==> src/rtl/byte_assembly_reg_bank_if.sv <==
// Bus interface for byte_assembly_reg_bank: byte write port, sequential-assembly control and read port.
// The master drives writes and read selects; the slave returns read data and sequencer status.
interface byte_assembly_reg_bank_if #(
  parameter int unsigned DATA_WIDTH = 32,
  parameter int unsigned NUM_REGS   = 4
);
  localparam int unsigned LANES = DATA_WIDTH / 8;
  localparam int unsigned AW    = $clog2(NUM_REGS);
  localparam int unsigned LW    = $clog2(LANES);

  logic                  we;
  logic                  seq_mode;
  logic [AW-1:0]         wr_addr;
  logic [LW-1:0]         byte_sel;
  logic [7:0]            byte_in;
  logic                  seq_abort;
  logic [AW-1:0]         rd_addr;
  logic [DATA_WIDTH-1:0] rd_data;
  logic                  word_done;
  logic                  seq_busy;

  modport master (
    output we, seq_mode, wr_addr, byte_sel, byte_in, seq_abort, rd_addr,
    input  rd_data, word_done, seq_busy
  );

  modport slave (
    input  we, seq_mode, wr_addr, byte_sel, byte_in, seq_abort, rd_addr,
    output rd_data, word_done, seq_busy
  );
endinterface

==> src/rtl/byte_assembly_reg_bank.sv <==
// Register bank written a byte at a time, either to a chosen lane or by assembling a full word in order.
// Optional macro BYTE_ASM_MSB_FIRST_EN: sequential fill runs from the top lane down to lane 0.
module byte_assembly_reg_bank #(
  parameter int unsigned            DATA_WIDTH = 32,
  parameter int unsigned            NUM_REGS   = 4,
  parameter logic [DATA_WIDTH-1:0]  INIT       = '0
) (
  input logic                    clk,
  input logic                    rst_n,
  byte_assembly_reg_bank_if.slave bus
);
  localparam int unsigned LANES = DATA_WIDTH / 8;
  localparam int unsigned AW    = $clog2(NUM_REGS);
  localparam int unsigned LW    = $clog2(LANES);

`ifdef BYTE_ASM_MSB_FIRST_EN
  localparam logic [LW-1:0] FIRST_LANE = LW'(LANES - 1);
  localparam logic [LW-1:0] LAST_LANE  = LW'(0);

  function automatic logic [LW-1:0] step_lane(input logic [LW-1:0] p);
    return p - LW'(1);
  endfunction
`else
  localparam logic [LW-1:0] FIRST_LANE = LW'(0);
  localparam logic [LW-1:0] LAST_LANE  = LW'(LANES - 1);

  function automatic logic [LW-1:0] step_lane(input logic [LW-1:0] p);
    return p + LW'(1);
  endfunction
`endif

  typedef enum logic {
    S_IDLE = 1'b0,
    S_FILL = 1'b1
  } state_t;

  state_t                r_state;
  state_t                w_state_nxt;
  logic [DATA_WIDTH-1:0] r_regs [NUM_REGS];
  logic [DATA_WIDTH-1:0] r_stage;
  logic [DATA_WIDTH-1:0] w_stage_nxt;
  logic [LW-1:0]         r_ptr;
  logic [LW-1:0]         w_ptr_nxt;
  logic [LW-1:0]         w_lane;
  logic [AW-1:0]         r_addr;
  logic [AW-1:0]         w_addr_nxt;
  logic                  r_word_done;
  logic                  w_commit;
  logic                  w_direct_we;
  logic                  w_stage_we;

  // Sequencer next state; abort wins over any write in the same cycle.
  always_comb begin
    w_state_nxt = r_state;
    w_ptr_nxt   = r_ptr;
    w_addr_nxt  = r_addr;
    w_stage_nxt = r_stage;
    w_lane      = r_ptr;
    w_commit    = 1'b0;
    w_direct_we = 1'b0;
    w_stage_we  = 1'b0;

    if (bus.seq_abort) begin
      w_state_nxt = S_IDLE;
      w_ptr_nxt   = '0;
    end else if (bus.we) begin
      unique case (r_state)
        S_IDLE: begin
          if (bus.seq_mode) begin
            w_lane      = FIRST_LANE;
            w_stage_we  = 1'b1;
            w_addr_nxt  = bus.wr_addr;
            w_ptr_nxt   = step_lane(FIRST_LANE);
            w_state_nxt = S_FILL;
          end else begin
            w_direct_we = 1'b1;
          end
        end
        S_FILL: begin
          w_stage_we = 1'b1;
          if (r_ptr == LAST_LANE) begin
            w_commit    = 1'b1;
            w_ptr_nxt   = '0;
            w_state_nxt = S_IDLE;
          end else begin
            w_ptr_nxt = step_lane(r_ptr);
          end
        end
        default: w_state_nxt = S_IDLE;
      endcase
    end

    if (w_stage_we) begin
      w_stage_nxt[32'(w_lane)*8 +: 8] = bus.byte_in;
    end
  end

  always_ff @(posedge clk or negedge rst_n) begin
    if (!rst_n) begin
      r_state     <= S_IDLE;
      r_ptr       <= '0;
      r_addr      <= '0;
      r_stage     <= '0;
      r_word_done <= 1'b0;
    end else begin
      r_state     <= w_state_nxt;
      r_ptr       <= w_ptr_nxt;
      r_addr      <= w_addr_nxt;
      r_stage     <= w_stage_nxt;
      r_word_done <= w_commit;
    end
  end

  // Register array: whole-word commit from staging, or a single-lane direct write.
  always_ff @(posedge clk or negedge rst_n) begin
    if (!rst_n) begin
      for (int unsigned i = 0; i < NUM_REGS; i++) begin
        r_regs[i] <= INIT;
      end
    end else if (w_commit) begin
      r_regs[r_addr] <= w_stage_nxt;
    end else if (w_direct_we && (32'(bus.wr_addr) < NUM_REGS) && (32'(bus.byte_sel) < LANES)) begin
      r_regs[bus.wr_addr][32'(bus.byte_sel)*8 +: 8] <= bus.byte_in;
    end
  end

  assign bus.rd_data   = (32'(bus.rd_addr) < NUM_REGS) ? r_regs[bus.rd_addr] : '0;
  assign bus.word_done = r_word_done;
  assign bus.seq_busy  = (r_state == S_FILL);

endmodule

==> src/flat_wrapper.sv <==
// flat-port wrapper written by rule: the top's interface ports become plain ports
module byte_assembly_reg_bank_flat 
#(
  parameter int unsigned            DATA_WIDTH = 32,
  parameter int unsigned            NUM_REGS   = 4,
  parameter logic [DATA_WIDTH-1:0]  INIT       = '0
)
  (clk, rst_n, bus_we, bus_seq_mode, bus_wr_addr, bus_byte_sel, bus_byte_in, bus_seq_abort, bus_rd_addr, bus_rd_data, bus_word_done, bus_seq_busy);
  byte_assembly_reg_bank_if #(.DATA_WIDTH(DATA_WIDTH), .NUM_REGS(NUM_REGS)) bus_i ();
  input logic clk;
  input logic rst_n;
  input wire logic [$bits(bus_i.we)-1:0] bus_we;
  input wire logic [$bits(bus_i.seq_mode)-1:0] bus_seq_mode;
  input wire logic [$bits(bus_i.wr_addr)-1:0] bus_wr_addr;
  input wire logic [$bits(bus_i.byte_sel)-1:0] bus_byte_sel;
  input wire logic [$bits(bus_i.byte_in)-1:0] bus_byte_in;
  input wire logic [$bits(bus_i.seq_abort)-1:0] bus_seq_abort;
  input wire logic [$bits(bus_i.rd_addr)-1:0] bus_rd_addr;
  output wire logic [$bits(bus_i.rd_data)-1:0] bus_rd_data;
  output wire logic [$bits(bus_i.word_done)-1:0] bus_word_done;
  output wire logic [$bits(bus_i.seq_busy)-1:0] bus_seq_busy;
  assign bus_i.we = bus_we;
  assign bus_i.seq_mode = bus_seq_mode;
  assign bus_i.wr_addr = bus_wr_addr;
  assign bus_i.byte_sel = bus_byte_sel;
  assign bus_i.byte_in = bus_byte_in;
  assign bus_i.seq_abort = bus_seq_abort;
  assign bus_i.rd_addr = bus_rd_addr;
  assign bus_rd_data = bus_i.rd_data;
  assign bus_word_done = bus_i.word_done;
  assign bus_seq_busy = bus_i.seq_busy;
  byte_assembly_reg_bank #(.DATA_WIDTH(DATA_WIDTH), .NUM_REGS(NUM_REGS), .INIT(INIT)) u_core (.clk(clk), .rst_n(rst_n), .bus(bus_i));
endmodule
==> config.mk <==
export PLATFORM = sky130hd
export DESIGN_NAME = byte_assembly_reg_bank_flat
export DESIGN_NICKNAME = d
export VERILOG_FILES = /design/src/rtl/byte_assembly_reg_bank_if.sv /design/src/rtl/byte_assembly_reg_bank.sv /design/src/flat_wrapper.sv
export SDC_FILE = /design/constraint.sdc
export NUM_CORES = 1
export LEC_CHECK = 0
export BUFFER_PORTS_ARGS = -buffer_cell sky130_fd_sc_hd__clkbuf_2
export CAP_MARGIN = 40
export CORE_AREA = 2 2 130 132
export DETAILED_ROUTE_END_ITERATION = 7
export DIE_AREA = 0 0 132 134
export PLACE_DENSITY = 0.73
export RECOVER_POWER = 100
export SYNTH_ARGS = -nofsm -noshare
export SYNTH_HDL_FRONTEND = slang
export SYNTH_SLANG_ARGS = --single-unit
==> constraint.sdc <==
create_clock -name clk -period 2.36 [get_ports clk]
set_clock_uncertainty 0.2 [all_clocks]
set_input_delay 0.472 -clock clk [delete_from_list [all_inputs] [get_ports clk]]
set_output_delay 0.472 -clock clk [all_outputs]
set_load 0.01 [all_outputs]
==> Word-level counts from Yosys, hierarchy flattened <==
Cells that the tools add are included.
{ "word_totals": {"register_bits": 166, "latch_bits": 0, "ram_bits": 0, "mem_bits_ro": 0, "inputBits": 19, "out_inout_bits": 34, "wordCells": 72, "memories": 0} }
{ "classes": {"addsub": 3, "mul": 0, "div_mod_pow": 0, "order_cmp": 5, "eq_ne": 2, "n_shift": 4, "mux": 38, "bitwise": 5, "reduce_logical": 6} }
{ "op_table": {"columns": ["cell", "n"], "rows": [
  ["$bwmux W128", 2],
  ["$mux W128", 2],
  ["$mux W32", 5],
  ["$demux W32 S2", 2],
  ["$neg A5 Y34", 2],
  ["$shift A8 B34 Y32 const A", 2],
  ["$shiftx A8 B34 Y32", 2],
  ["$bmux W32 S2", 1],
  ["$bwmux W32", 1],
  ["$mux W2", 8],
  ["$mux W1", 14],
  ["$ge A3 B3 Y1 const B", 3],
  ["$not A2 Y3", 3],
  ["$lt A3 B1 Y1 const B", 2],
  ["$pmux W1 S2", 2],
  ["$pmux W2 S2", 1],
  ["$reduce_and A4 Y1", 1],
  ["$reduce_bool A2 Y1", 2],
  ["$ne A3 B3 Y1 const B", 1],
  ["$add A2 B1 Y2 const B", 1],
  ["$eq A2 B2 Y1 const B", 1],
  ["$logic_and A1 B1 Y1", 2],
  ["$not A1 Y1", 2],
  ["$reduce_and A2 Y1", 1]
]} }

==> Depth between registers and ports, before layout <==
{ "logic_depth": {"ltp_word": 10, "mapped_depth": 11, "ltp_nobuf": 9} }

==> Least setup slack after synthesis <==
Ideal clock, no wire load.
{ "synth_timing": {"path_type": "in2reg", "from": "input port bus_seq_abort", "to": "register u_core.r_regs[41] (netlist name)", "setup_time_ns": 0.067, "arrival_ns": 2.470, "required_ns": 2.093, "slack_ns": -0.377, "path_stages": 10, "n_path_buf": 2, "path_cell_list": "buf_2 nand4bb_1 nand2_1 ha_1 nor2_1 and3_1 buf_2 nand2_1 o21ai_1 a221o_1"} }
{ "synth_via": {"elab_chain_len": 7, "elab_cells_between_ends": 12, "classes_between": "add/sub (1); shift (2); mux (8); reduce/logical (1)"} }
{ "synth_lines": {"columns": ["item", "line_no", "rtl"], "rows": [
  ["start: declaration", "flat_wrapper.sv:17", "input wire logic [$bits(bus_i.seq_abort)-1:0] bus_seq_abort;"],
  ["$mux W2", "byte_assembly_reg_bank.sv:63", "if (bus.seq_abort) begin"],
  ["$neg A5 Y34", "byte_assembly_reg_bank.sv:94", "w_stage_nxt[32'(w_lane)*8 +: 8] = bus.byte_in;"],
  ["$shiftx A8 B34 Y32 or $shift A8 B34 Y32 (tied branches)", "byte_assembly_reg_bank.sv:94", null],
  ["$bwmux W32", "byte_assembly_reg_bank.sv:94", null],
  ["$mux W32 *", "byte_assembly_reg_bank.sv:93", "if (w_stage_we) begin"],
  ["via u_core.w_stage_nxt[9]", "byte_assembly_reg_bank.sv:41", "logic [DATA_WIDTH-1:0] w_stage_nxt;"],
  ["$bwmux W128 *", "byte_assembly_reg_bank.sv:121", "r_regs[r_addr] <= w_stage_nxt;"],
  ["$mux W128 *", "byte_assembly_reg_bank.sv:120", "end else if (w_commit) begin"],
  ["end signal: indexed assignment", "byte_assembly_reg_bank.sv:121", null],
  ["end signal: indexed assignment", "byte_assembly_reg_bank.sv:123", "r_regs[bus.wr_addr][32'(bus.byte_sel)*8 +: 8] <= bus.byte_in;"],
  ["end: declaration", "byte_assembly_reg_bank.sv:39", "logic [DATA_WIDTH-1:0] r_regs [NUM_REGS];"]
]} }
The timed path passes the listed nets; every way through them passes the cells marked *.
A chain may end at the register's enable or synchronous reset.

==> Final worst setup path <==
{ "layout_timing": {"from": "register u_core.r_state, in the netlist u_core.bus.seq_busy", "to": "register u_core.r_regs[8] (netlist name)"} }
{ "layout_via": {"elab_chain_len": 9, "elab_cells_between_ends": 21, "classes_between": "add/sub (1); shift (2); mux (16); bitwise (1); reduce/logical (1)"} }
{ "layout_lines": {"columns": ["item", "line_no", "rtl"], "rows": [
  ["start: declaration", "byte_assembly_reg_bank.sv:37", "state_t r_state;"],
  ["start signal: assignment", "byte_assembly_reg_bank.sv:106", "r_state <= w_state_nxt;"],
  ["$mux W2", "byte_assembly_reg_bank.sv:67", "unique case (r_state)"],
  ["$mux W2", "byte_assembly_reg_bank.sv:66", "end else if (bus.we) begin"],
  ["$mux W2", "byte_assembly_reg_bank.sv:63", null],
  ["$neg A5 Y34", "byte_assembly_reg_bank.sv:94", null],
  ["$shiftx A8 B34 Y32 or $shift A8 B34 Y32 (tied branches)", "byte_assembly_reg_bank.sv:94", null],
  ["$bwmux W32", "byte_assembly_reg_bank.sv:94", null],
  ["$mux W32 *", "byte_assembly_reg_bank.sv:93", null],
  ["via u_core.w_stage_nxt[8]", "byte_assembly_reg_bank.sv:41", null],
  ["$bwmux W128 *", "byte_assembly_reg_bank.sv:121", null],
  ["$mux W128 *", "byte_assembly_reg_bank.sv:120", null]
]} }
Marks and branches as above.

==> Implementation_results.wiki <==
{| class="wikitable"
! Metric !! Value
|-
| Pin count of the biggest net entering global routing || 64
|-
| Via count of the first global-routing pass || ~7,900
|-
| Leakage power || about 5.0 nW
|-
| Routed Antenna Nets || 0
|-
| Clock sink count || roughly 170
|-
| Startpoint class of the critical path || register
|-
| Library cells used by synthesis || 55
|-
| CTS H-tree lvls || 4
|-
| Dominant synthesized flop cell || sky130_fd_sc_hd__dfrtp_1
|-
| Sum of overflow across all layers after global routing || 0
|-
| Max-cap violation count || 0
|-
| Post-Synthesis Mean Instance Area || 11.1 µm²
|-
| Async SR Flop Fraction || 1.00
|-
| Minimum clock period || around 2.4 ns
|-
| Period utilisation layout || 1.03
|-
| Post-synth top area share || 0.492
|-
| Fill cell instance count of the final layout || around 1,200
|-
| GRT Overall Usage || 0.320
|-
| Net total in the final layout || between 900 and 1,000
|-
| Startpoint-to-endpoint class of the critical path || register to register
|-
| Library cell with the largest summed area after synthesis || sky130_fd_sc_hd__dfrtp_1
|-
| Final Hold Slack || around 0.16 ns
|-
| Number of remaining DRC errors || 0
|-
| First-pass GRT wire length || about 43 mm
|-
| Data arrival, critical path || between 2 and 3 ns
|-
| Share of synthesized area occupied by flip-flops and latches || 0.492
|-
| Maximum operating frequency || about 410 MHz
|-
| Violations in the final reports || setup timing
|-
| Clock insertion delay at the later pin of the skew report || 0.44 ns
|-
| Critical path buffer and inverter count || 0
|-
| Sequential cell area || 0.00415 mm²
|-
| IR Drop Worst-Case VDD || around 0.00053 V
|-
| Cell with the biggest individual delay on the critical path || sky130_fd_sc_hd__dfrtp_1
|-
| Run status || finished, violations left
|-
| Normalized max-slew margin || 0.410
|-
| Top post-synthesis cells by area || sky130_fd_sc_hd__dfrtp_1 (49%), sky130_fd_sc_hd__a221o_1 (9.8%), sky130_fd_sc_hd__mux4_2 (8.5%)
|-
| Class of the most critical hold timing path || input port to register
|-
| Critical Path End Type || register
|-
| Total standard cell area after synthesis || 0.00844 mm²
|-
| Total routed wirelength || roughly 28 mm
|-
| CP max stage delay || between 0.3 and 0.4 ns
|-
| Largest delay contributor family on the critical path || simple AND/OR/NAND/NOR gates
|-
| Initial DRT Pass Iterations || 5
|-
| Placed instance count || roughly 1,100
|-
| Vertical die dimension || 134 µm
|-
| Clock edge transition at the registers on the reported setup and hold paths || around 0.070 ns
|-
| Share of layout cells above drive strength 1 || 0.352
|-
| Via-per-instance ratio || roughly 6.8
|-
| Vias || around 7,700
|-
| Post-layout worst setup margin || -0.0594 ns
|-
| Final TNS setup || -1.31 ns
|-
| Clock root buffer || sky130_fd_sc_hd__clkbuf_16
|-
| Total core area || 0.0163 mm²
|-
| Post-Layout Inst Area || ~0.011 mm²
|-
| CTS tree || built
|-
| Antenna violations before repair || 0
|-
| Average routed wire per standard cell || around 25 µm
|-
| Buffer depth of the longest clock path || 2
|-
| Post-detail-place hpwl || 17.9 mm
|-
| Antenna cells || 0
|-
| Drt initial violations || ~740
|-
| Final non-filler cell total || around 1,100
|-
| Required arrival time at the worst endpoint || between 2 and 3 ns
|-
| Die X-Extent || roughly 130 µm
|-
| Area overhead of the layout relative to synthesis || 28.6%
|-
| Number of slew-limit violations in the final report || 0
|-
| Count of flip-flops with a built-in enable after synthesis || 0
|-
| YS warnings || 0
|-
| Fin. Hold Viols || 0
|-
| Area of the multi-input gates || 0.00443 mm²
|-
| Actual transition at the worst max-transition pin || between 0.8 and 0.9 ns
|-
| Top cell types by occurrence after synthesis || sky130_fd_sc_hd__dfrtp_1 (166), sky130_fd_sc_hd__nor2_1 (88), sky130_fd_sc_hd__a221o_1 (83)
|-
| Cell count after synthesis || about 760
|-
| I/O pin count || 53
|-
| Die Outline Area || approximately 0.018 mm²
|-
| Placed standard-cell area || around 0.01 mm²
|-
| Setup repair after global routing missed its margin || true
|-
| Maximum fanout along the worst path || 8
|-
| Flops & latches, synth || roughly 170
|-
| Crit path cell chain || nand4bb_4 > and2_4 > ha_4 > nor2_4 > and3_4 > nand2_4 > o21ai_4 > a221o_1
|-
| Final weighted congestion in routability-driven placement || roughly 0.93
|-
| Syn nets || 785
|-
| Setup violations, final || between 40 and 50
|-
| Starting density of the core || 0.518
|-
| Inserted Clock Buffers || 17
|-
| Num rows || 47
|-
| Cell Pwr Density || approximately 650 mW/mm²
|-
| Port bufs || between 50 and 60
|-
| Cell with the most instances after synthesis || sky130_fd_sc_hd__dfrtp_1
|}
==> logic make-up after synthesis <==
family,Yosys count,share of synthesized area
buf+inv,79,0.0399
flops,166,0.492
fa+ha+maj,9,0.0133
simple gates,251,0.143
mux,35,0.0891
compound gates,217,0.222
==> final timing paths <==
check / startpoint / endpoint / slack (ns) / depth (start not counted)
min: bus_seq_abort / u_core.r_ptr[0] / 0.16 / 3
min in group asynchronous: rst_n / u_core.r_regs[66] / 0.48 / 2
min reg2reg: u_core.r_regs[51] / u_core.r_regs[51] / 0.26 / 2
max: u_core.bus.seq_busy / u_core.r_regs[8] / -0.06 / 8
max in group asynchronous: rst_n / u_core.r_regs[124] / 0.23 / 3
max reg2reg: u_core.bus.seq_busy / u_core.r_regs[8] / -0.06 / 8
==> layout by cell type, fill, tap and decap left out, types with 16 or more instances in the layout <==
master	netlist	routed
sky130_fd_sc_hd__nor2_1	88	87
sky130_fd_sc_hd__nand2_1	66	59
sky130_fd_sc_hd__clkbuf_16	0	17
sky130_fd_sc_hd__inv_1	23	19
sky130_fd_sc_hd__and3_1	23	16
sky130_fd_sc_hd__buf_4	1	97
sky130_fd_sc_hd__a221o_1	83	83
sky130_fd_sc_hd__mux4_2	32	32
sky130_fd_sc_hd__a32oi_1	25	21
sky130_fd_sc_hd__nand3_1	23	22
sky130_fd_sc_hd__dfrtp_1	166	166
sky130_fd_sc_hd__clkbuf_2	0	49
==> timing repair <==
action                     CTS  global route
setup endpoints to repair  106           118
hold endpoints to repair   132             0
hold buffers                 1             0
pin swaps                   18            22
setup buffers                2             4
gates resized for setup     24            40
==> layout make-up <==
cell class | instances | share of cell area
multi-input cells | 512 | 0.408
clock inverters | 12 | 0.0185
clock buffers | 20 | 0.0412
well taps | 220 | 0.0254
repair buffers | 168 | 0.115
flip-flops and latches | 166 | 0.383
inverters | 25 | 0.00865
==> state kept, by name, indices dropped and copies added, names as in the netlist <==
register              count
u_core.r_addr             2
u_core.bus.seq_busy       1
u_core.bus.word_done      1
u_core.r_stage           32
u_core.r_ptr              2
u_core.r_regs           128
==> metal layers <==
layer | global-route usage | vias to the layer above | part of all wire | wire length, µm
met5 | 0 | - | 0 | 0
met4 | 0.137 | 0 | 0.032 | 875
met3 | 0.0707 | 91 | 0.096 | 2650
met2 | 0.534 | 520 | 0.49 | 13600
met1 | 0.407 | 3869 | 0.38 | 10600
li1 | - | 3184 | - | -
==> per-stage QoR <==
step | setup WS, ns | util | power [W]
floorplan | -0.112 | - | 0.00353
global placement | -0.279 | 0.607 | 0.00383
detailed placement | -0.311 | 0.608 | 0.00387
CTS | -0.0319 | 0.656 | 0.00697
global route | -0.133 | 0.666 | 0.00719
finish | -0.0594 | 0.666 | 0.00700
==> power by group <==
group / internal (W) / leakage, nW / switching, W
sequential: 0.00298 / 2.28 / 0.0000891
combinational: 0.000358 / 2.38 / 0.000483
clock: 0.00191 / 0.307 / 0.00118
total: 0.00524 / 4.97 / 0.00176
==> worst reg2reg max path: stages, from the launching register on <==
cell and delay (ns):
sky130_fd_sc_hd__dfrtp_1 0.38, sky130_fd_sc_hd__nand4bb_4 0.24, sky130_fd_sc_hd__and2_4 0.19, sky130_fd_sc_hd__ha_4 0.24, sky130_fd_sc_hd__nor2_4 0.20, sky130_fd_sc_hd__and3_4 0.38
sky130_fd_sc_hd__nand2_4 0.09, sky130_fd_sc_hd__o21ai_4 0.23, sky130_fd_sc_hd__a221o_1 0.20
Note: power is estimated with default switching activity, not from simulation.
